<file path="config.mk">
export PLATFORM = sky130hd
export DESIGN_NAME = mem_arbiter
export DESIGN_NICKNAME = d
export VERILOG_FILES = /design/src/rtl/mem_arbiter.sv
export SDC_FILE = /design/constraint.sdc
export NUM_CORES = 1
export LEC_CHECK = 0
export ABC_AREA = 1
export BUFFER_PORTS_ARGS = -buffer_cell sky130_fd_sc_hd__buf_2
export CAP_MARGIN = 20
export CORE_AREA = 2 2 181 183
export CTS_BUF_LIST = sky130_fd_sc_hd__clkbuf_4 sky130_fd_sc_hd__clkbuf_8
export DETAILED_ROUTE_END_ITERATION = 7
export DIE_AREA = 0 0 183 185
export HOLD_SLACK_MARGIN = 0.1
export PLACE_DENSITY_LB_ADDON = 0.15
export SKIP_LAST_GASP = 1
export SLEW_MARGIN = 20
export SYNTH_ARGS = -nofsm -noshare
export SYNTH_HDL_FRONTEND = slang
export SYNTH_SLANG_ARGS = --single-unit
</file>
<file path="constraint.sdc">
create_clock -name clock -period 3.3 [get_ports clock]
set_input_delay 0.66 -clock clock [delete_from_list [all_inputs] [get_ports clock]]
set_output_delay 0.66 -clock clock [all_outputs]
set_load 0.05 [all_outputs]
</file>
<file path="src/rtl/mem_arbiter.sv">
// Two-client (instruction/data) arbiter onto a single tagged memory port.
// Requests are granted round-robin. Returns are routed back to the client that owns their tag.
module mem_arbiter (
  input  logic        clock,
  input  logic        reset,
  input  logic [1:0]  ic_command,
  input  logic [31:0] ic_addr,
  output logic [3:0]  ic_response,
  output logic [63:0] ic_data,
  output logic [3:0]  ic_tag,
  input  logic [1:0]  dc_command,
  input  logic [31:0] dc_addr,
  input  logic [63:0] dc_wdata,
  input  logic [1:0]  dc_size,
  output logic [3:0]  dc_response,
  output logic [63:0] dc_data,
  output logic [3:0]  dc_tag,
  output logic [1:0]  proc2mem_command,
  output logic [31:0] proc2mem_addr,
  output logic [63:0] proc2mem_data,
  output logic [1:0]  proc2mem_size,
  input  logic [3:0]  mem2proc_response,
  input  logic [63:0] mem2proc_data,
  input  logic [3:0]  mem2proc_tag,
  output logic [3:0]  ic_outstanding,
  output logic [3:0]  dc_outstanding,
  output logic        orphan_err
);

  localparam logic [1:0] BUS_NONE    = 2'd0;
  localparam logic [1:0] BUS_LOAD    = 2'd1;
  localparam logic [1:0] BUS_STORE   = 2'd2;
  localparam logic [1:0] SIZE_DOUBLE = 2'd3;

  logic        rr_q, rr_d;
  logic [15:0] valid_q, valid_d;
  logic [15:0] owner_q, owner_d;   // owner bit: 0 = I-side, 1 = D-side
  logic [3:0]  ic_out_q, ic_out_d;
  logic [3:0]  dc_out_q, dc_out_d;
  logic        orphan_q, orphan_d;

  logic ic_req_s, dc_req_s, sel_d_s, accept_s, load_acc_s;
  logic ret_hit_s, ret_owner_s, ret_orphan_s;
  logic ic_inc_s, ic_dec_s, dc_inc_s, dc_dec_s;

  // Request decode, winner selection and memory-port drive
  always_comb begin
    ic_req_s         = (ic_command == BUS_LOAD);
    dc_req_s         = (dc_command == BUS_LOAD) || (dc_command == BUS_STORE);
    sel_d_s          = dc_req_s && (!ic_req_s || rr_q);
    proc2mem_command = BUS_NONE;
    proc2mem_addr    = 32'd0;
    proc2mem_data    = 64'd0;
    proc2mem_size    = SIZE_DOUBLE;
    if (sel_d_s) begin
      proc2mem_command = dc_command;
      proc2mem_addr    = dc_addr;
      proc2mem_data    = dc_wdata;
      proc2mem_size    = dc_size;
    end else if (ic_req_s) begin
      proc2mem_command = BUS_LOAD;
      proc2mem_addr    = ic_addr;
    end else begin
      proc2mem_command = BUS_NONE;
    end
    accept_s    = (ic_req_s || dc_req_s) && (mem2proc_response != 4'd0);
    load_acc_s  = accept_s && (sel_d_s ? (dc_command == BUS_LOAD) : ic_req_s);
    ic_response = (ic_req_s && !sel_d_s) ? mem2proc_response : 4'd0;
    dc_response = sel_d_s ? mem2proc_response : 4'd0;
  end

  // Return routing through the owner table
  always_comb begin
    ret_hit_s    = (mem2proc_tag != 4'd0) && valid_q[mem2proc_tag];
    ret_orphan_s = (mem2proc_tag != 4'd0) && !valid_q[mem2proc_tag];
    ret_owner_s  = owner_q[mem2proc_tag];
    ic_tag  = 4'd0;
    ic_data = 64'd0;
    dc_tag  = 4'd0;
    dc_data = 64'd0;
    if (ret_hit_s && ret_owner_s) begin
      dc_tag  = mem2proc_tag;
      dc_data = mem2proc_data;
    end else if (ret_hit_s) begin
      ic_tag  = mem2proc_tag;
      ic_data = mem2proc_data;
    end else begin
      ic_tag = 4'd0;
    end
  end

  // Next-state: round-robin pointer, owner table, counters, orphan flag
  always_comb begin
    if (accept_s && ic_req_s && dc_req_s) begin
      rr_d = ~sel_d_s;
    end else begin
      rr_d = rr_q;
    end
    valid_d = valid_q;
    owner_d = owner_q;
    // Clear first so a same-cycle acceptance of the returning tag wins
    if (ret_hit_s) begin
      valid_d[mem2proc_tag] = 1'b0;
    end else begin
      valid_d = valid_q;
    end
    if (load_acc_s) begin
      valid_d[mem2proc_response] = 1'b1;
      owner_d[mem2proc_response] = sel_d_s;
    end else begin
      owner_d = owner_q;
    end
    valid_d[0] = 1'b0;
    owner_d[0] = 1'b0;

    ic_inc_s = load_acc_s && !sel_d_s;
    dc_inc_s = load_acc_s && sel_d_s;
    ic_dec_s = ret_hit_s && !ret_owner_s;
    dc_dec_s = ret_hit_s && ret_owner_s;
    if (ic_inc_s && !ic_dec_s && (ic_out_q != 4'd15)) begin
      ic_out_d = ic_out_q + 4'd1;
    end else if (ic_dec_s && !ic_inc_s && (ic_out_q != 4'd0)) begin
      ic_out_d = ic_out_q - 4'd1;
    end else begin
      ic_out_d = ic_out_q;
    end
    if (dc_inc_s && !dc_dec_s && (dc_out_q != 4'd15)) begin
      dc_out_d = dc_out_q + 4'd1;
    end else if (dc_dec_s && !dc_inc_s && (dc_out_q != 4'd0)) begin
      dc_out_d = dc_out_q - 4'd1;
    end else begin
      dc_out_d = dc_out_q;
    end
    orphan_d = orphan_q | ret_orphan_s;
  end

  // State registers
  always_ff @(posedge clock or negedge reset) begin
    if (!reset) begin
      rr_q     <= 1'b0;
      valid_q  <= 16'd0;
      owner_q  <= 16'd0;
      ic_out_q <= 4'd0;
      dc_out_q <= 4'd0;
      orphan_q <= 1'b0;
    end else begin
      rr_q     <= rr_d;
      valid_q  <= valid_d;
      owner_q  <= owner_d;
      ic_out_q <= ic_out_d;
      dc_out_q <= dc_out_d;
      orphan_q <= orphan_d;
    end
  end

  assign ic_outstanding = ic_out_q;
  assign dc_outstanding = dc_out_q;
  assign orphan_err     = orphan_q;

endmodule

</file>
# After elaboration in Yosys (flattened, before gate mapping)
# Index checks and enable logic that the tools add are counted.
totals:
  reg_bits: 40
  input_bits: 208
  output_inout_bits: 253
  elab_cells: 93
classes:
  n_addsub: 4
  n_lt_le_gt_ge: 4
  n_eq_ne: 5
  mux: 30
  bitwise: 5
  n_reduce_logical: 39
op_table:
  columns: ["operator", "count"]
  rows:
  - ["$mux W64", 4]
  - ["$mux W32", 2]
  - ["$mux W4", 9]
  - ["$mux W16", 2]
  - ["$logic_and A1 B1 Y1", 22]
  - ["$and A16 B16 Y16", 1]
  - ["$bwmux W16", 1]
  - ["$not A16 Y16", 1]
  - ["$or A16 B16 Y16", 1]
  - ["$reduce_bool A4 Y1", 4]
  - ["$lt A4 B5 Y1 const B", 2]
  - ["$add A4 B1 Y4 const B", 2]
  - ["$bmux W1 S4", 2]
  - ["$demux W1 S4", 2]
  - ["$ge A4 B1 Y1 const B", 2]
  - ["$logic_not A1 Y1", 8]
  - ["$ne A4 B4 Y1 const B", 2]
  - ["$sub A4 B1 Y4 const B", 2]
  - ["$mux W1", 6]
  - ["$eq A2 B1 Y1 const B", 2]
  - ["$mux W2", 2]
  - ["$reduce_bool A2 Y1", 2]
  - ["$logic_or A1 B1 Y1", 3]
  - ["$eq A2 B2 Y1 const B", 1]
  - ["other kinds (2)", 2]

# Depth between registers and ports, before layout
depth:
  ltp_word: 12
  mapped_depth: 20
  depth_no_buf: 20

# Least setup slack after synthesis
# No wires, ideal clock.
synth_path:
  kind: "input to output"
  from: "in mem2proc_tag[1]"
  to: "out dc_data[43]"
  arrival_time_ns: 2.427
  required_ns: 2.640
  slack_ns: 0.213
  cell_stages: 13
  n_path_buf: 4
  path_cell_list: "buf_4 > inv_1 > buf_4 > nand3_1 > nand3_1 > nand2_1 > inv_1 > nor2_1 > nand2_2 > nand2_2 > buf_4 > buf_4 > nor2_1"
synth_via:
  elab_chain_len: 5
synth_rtl:
  columns: ["element", "line", "text"]
  rows:
  - ["from (decl)", "24", "input logic [3:0] mem2proc_tag,"]
  - ["$bmux W1 S4", "74", "ret_hit_s = (mem2proc_tag != 4'd0) && valid_q[mem2proc_tag];"]
  - ["$mux W1 (not written as such)", "74", null]
  - ["$logic_and A1 B1 Y1", "74", null]
  - ["$logic_and A1 B1 Y1 *", "81", "if (ret_hit_s && ret_owner_s) begin"]
  - ["$mux W64 *", "81", null]
  - ["to (decl)", "16", "output logic [63:0] dc_data,"]
# Mark *: on every way between the ends. The rest lies on a longest branch, timed or not. The select of a mux whose other input is x is not followed.

# Worst setup path after layout
layout_path:
  from: "in mem2proc_tag[1]"
  to: "out ic_data[6]"
layout_via:
  elab_chain_len: 5
layout_rtl:
  columns: ["element", "line", "text"]
  rows:
  - ["$bmux W1 S4", "74", null]
  - ["$mux W1 (not written as such)", "74", null]
  - ["$logic_and A1 B1 Y1", "74", null]
  - ["$mux W64 or $logic_and A1 B1 Y1 (tied branches)", "84, 81", null]
  - ["$mux W64 *", "81", null]
  - ["to (decl)", "9", "output logic [63:0] ic_data,"]
# Marks and branches as above.

==> summary.md <==
| Metric | Value |
|---|---|
| Number of synthesized flops with an enable pin | 0 |
| Crit path arrival time | 2410 ps |
| MaxCap Viol Count | 0 |
| Drt initial violations | 247 |
| CTS Buffer Depth | 2 |
| Residual DRC | 0 |
| Largest family of logic cells by synthesized area | simple AND/OR/NAND/NOR gates |
| Post-Synth Simple-Gate Area | 48.80% |
| Number of nets in the layout | 1461 |
| Synth top cells by count | nor2_1 (219), nand2_1 (206), inv_1 (163) |
| Slowest cell on the critical path | buf_2 |
| Worst Path Max Fanout | 66 |
| IO Pins | 461 |
| Adder-cell share of the synthesized area | 2.430% |
| Final Cycle Share | 93.06% |
| Fillers | 3784 |
| RSZ-0062 raised after global routing | false |
| Starting density of the core | 13.18% |
| R2R cell count | 18 |
| Reg clk slew, reported paths | 90 ps |
| Vias in the first global route | 5977 |
| First-pass detailed-route iteration total | 4 |
| Syn. warnings | 0 |
| Total global routing overflow | 0 |
| Post-synth top flop | dfrtp_1 |
| WP buf/inv | 4 |
| Most numerous cell in the Yosys netlist | nor2_1 |
| Min cycle time layout | 3071 ps |
| Cell count after synthesis | 804 |
| Largest net degree at the start of global routing | 95 |
| Top cells by area, synth | dfrtp_1 (24%), nor2_1 (19%), nand2_1 (18%), inv_1 (14%), nand3_1 (7.1%) |
| Non-filler instance count after layout | 1658 |
| Core Area | 32040 um2 |
| Max H-tree Level | 2 |
| GRT Total Usage | 14.88% |
| Via-per-instance ratio | 3.838 |
| Hold WC Path Type | input port to async pin |
| Final ANT Viol Nets | 0 |
| Storage cell area | 1001 um2 |
| Worst setup EP type | output port |
| Seq/Total Area, Yosys | 23.70% |
| Post-synth ARST share | 100.0% |
| R2R setup slack | 840 ps |
| Total CTS buffers | 5 |
| Status | finished, final reports clean |
| Footprint of the multi-input gates | 2397 um2 |
| Synth Register Bits | 40 |
| PwrDens | 513.0 nW/um2 |
| WS Path Type | input port to output port |
| Data required, critical path | 2640 ps |
| Final hold vios | 0 |
| Post-Synth XOR/XNOR Area | 0.4148% |
| Final Power | 3.721 mW |
| Vias | 6364 |
| Post-synthesis mux area share | 0% |
| Clock sink count | 40 |
| Met3 Use GR | 3.343% |
| First-pass GRT wire length | 37.63 mm |
| Mapped Nets | 1019 |
| Setup-failing EPs final | 0 |
| Placed insts | 1647 |
| Detailed placement HPWL | 23.27 mm |
| Die ar. | 33860 um2 |
| Standard-cell rows | 66 |
| Maximum VDD drop | 178.9 uV |
| Share of layout cells above drive strength 1 | 40.82% |
| Largest stage delay, worst path | 280 ps |
| Synth unique cells | 27 |
| Initial antenna violation count | 9 |
| Reg-to-Reg Start | owner_q[9] |
| Routed WL per cell | 16.18 um |
| Met1 GRT Util | 15.73% |
| Post-Syn Area | 4223 um2 |
| Area grow syn2layout | 71.76% |
| Grt peak-use layer | met2 |
| Kind of start point of the critical path | input port |
| Synth top area share | 23.70% |
| Post-synthesis compound-gate area fraction | 4.889% |
| Worst-Margin Slew | 554.7 ps |
| Final Max Slew Viols | 0 |
| Post-CTS Setup Bufs | 0 |
| Gpl congestion | 0.8041 |
| Area leader, netlist | dfrtp_1 |
| CP top delay family | buffers and inverters |
| Die Ht | 185 um |
| Slew margin rel. | 62.89% |
| Worst R2R End | dc_outstanding[3] |
| Die width | 183 um |
| Core Util, Final | 22.64% |
| Post-Syn Area per Cell | 5.252 um2 |
| Met2 Resource Use GR | 29.91% |
| Achievable Freq | 325.6 MHz |
| Post-CTS sizing | 0 |
| CTS Root Cell | clkbuf_8 |
| Final TNS setup | 0 ps |
| Setup Skew | 6.963 ps |
| IO buf count | 460 |
| Clock Latency Late Sink | 310 ps |
| Final WL | 26.82 mm |
| CTS tree | yes |
| Hold Buf Count CTS | 0 |
| CP Cell Sequence | buf_2 -> clkinvlp_4 -> nand3_1 -> nand3_1 -> nand2_1 -> nand2_1 -> nor2_2 -> nand2_2 -> buf_12 -> nor2_1 -> buf_2 |
| Leakage | 4.981 nW |
-- layer usage --
layer	share of wire (%)	routed length [um]
met1	38	10130
met4	0.85	228
met3	7.7	2060
met2	54	14370
met5	0.12	32
-- worst max-delay path by stage --
stage | from | endpoint | slack (ps) | cells past startpoint
3_5_place_dp | mem2proc_tag[1] | ic_tag[0] | 100 | 12
4_1_cts | mem2proc_tag[1] | ic_tag[0] | 100 | 12
2_1_floorplan | mem2proc_tag[1] | dc_data[43] | 210 | 13
3_3_place_gp | mem2proc_tag[1] | ic_tag[0] | 100 | 12
6_report | mem2proc_tag[1] | ic_data[6] | 230 | 11
5_1_grt | mem2proc_tag[0] | ic_data[22] | 4 | 14
-- final cells by class --
cell class	count	share of cell area, %
multi-input combinational	559	33.05
antenna	3	0.1035
clock buffer	5	0.9488
tap	408	7.038
inverter	166	8.642
timing repair buffer	474	35.78
clock inverter	3	0.6383
sequential	40	13.80
-- worst reg2reg max path, delay by kind of cell (launching register included) --
family	cells	cell delay, ps
AO/OA/AOI/OAI	1	150
adder cells (fa/ha/maj)	1	360
flip-flops	1	430
buffers and inverters	2	340
AND/OR/NAND/NOR	14	1080
-- cells by family (layout without fill, tap and decap cells) --
family / after synthesis / in the layout
AO/OA/AOI/OAI: 40 / 40
XOR/XNOR: 2 / 2
adder cells (fa/ha/maj): 7 / 7
buffers and inverters: 205 / 648
flip-flops: 40 / 40
other: 0 / 3
AND/OR/NAND/NOR: 510 / 510
-- power by group --
group          internal [mW]  total, mW  switching [mW]
registers              0.634      0.773           0.139
clock network          0.228      0.440           0.212
logic                  0.619       2.51            1.89
total                   1.48       3.72            2.24
-- layout by cell type, fill, tap and decap left out, drive strengths merged, types with 2 or more instances in the layout --
cell type / Yosys / layout
clkbuf: 14 / 5
xor2: 2 / 2
inv: 166 / 166
diode: 0 / 3
or2: 2 / 2
clkinvlp: 0 / 2
dfrtp: 40 / 40
nor2: 229 / 229
nor3: 5 / 5
ha: 5 / 5
a21oi: 2 / 2
o21ai: 35 / 35
nand2: 212 / 212
buf: 25 / 474
fa: 2 / 2
nand3: 60 / 60
-- stage by stage --
stage          hold WS (ps)  area, um2  setup slack [ps]
2_1_floorplan         364.4       4223             212.9
3_3_place_gp          462.7       7124             101.6
3_5_place_dp          465.7       7124             104.9
4_1_cts               314.0       7239             97.52
5_1_grt               334.5       7251             3.757
6_report              307.9       7253             228.9
-- state kept, by name (all words and copies together), names as in the netlist --
register        cells
owner_q            15
rr_q                1
orphan_err          1
valid_q            15
dc_outstanding      4
ic_outstanding      4
No activity file was read; power rests on OpenSTA's default activity.
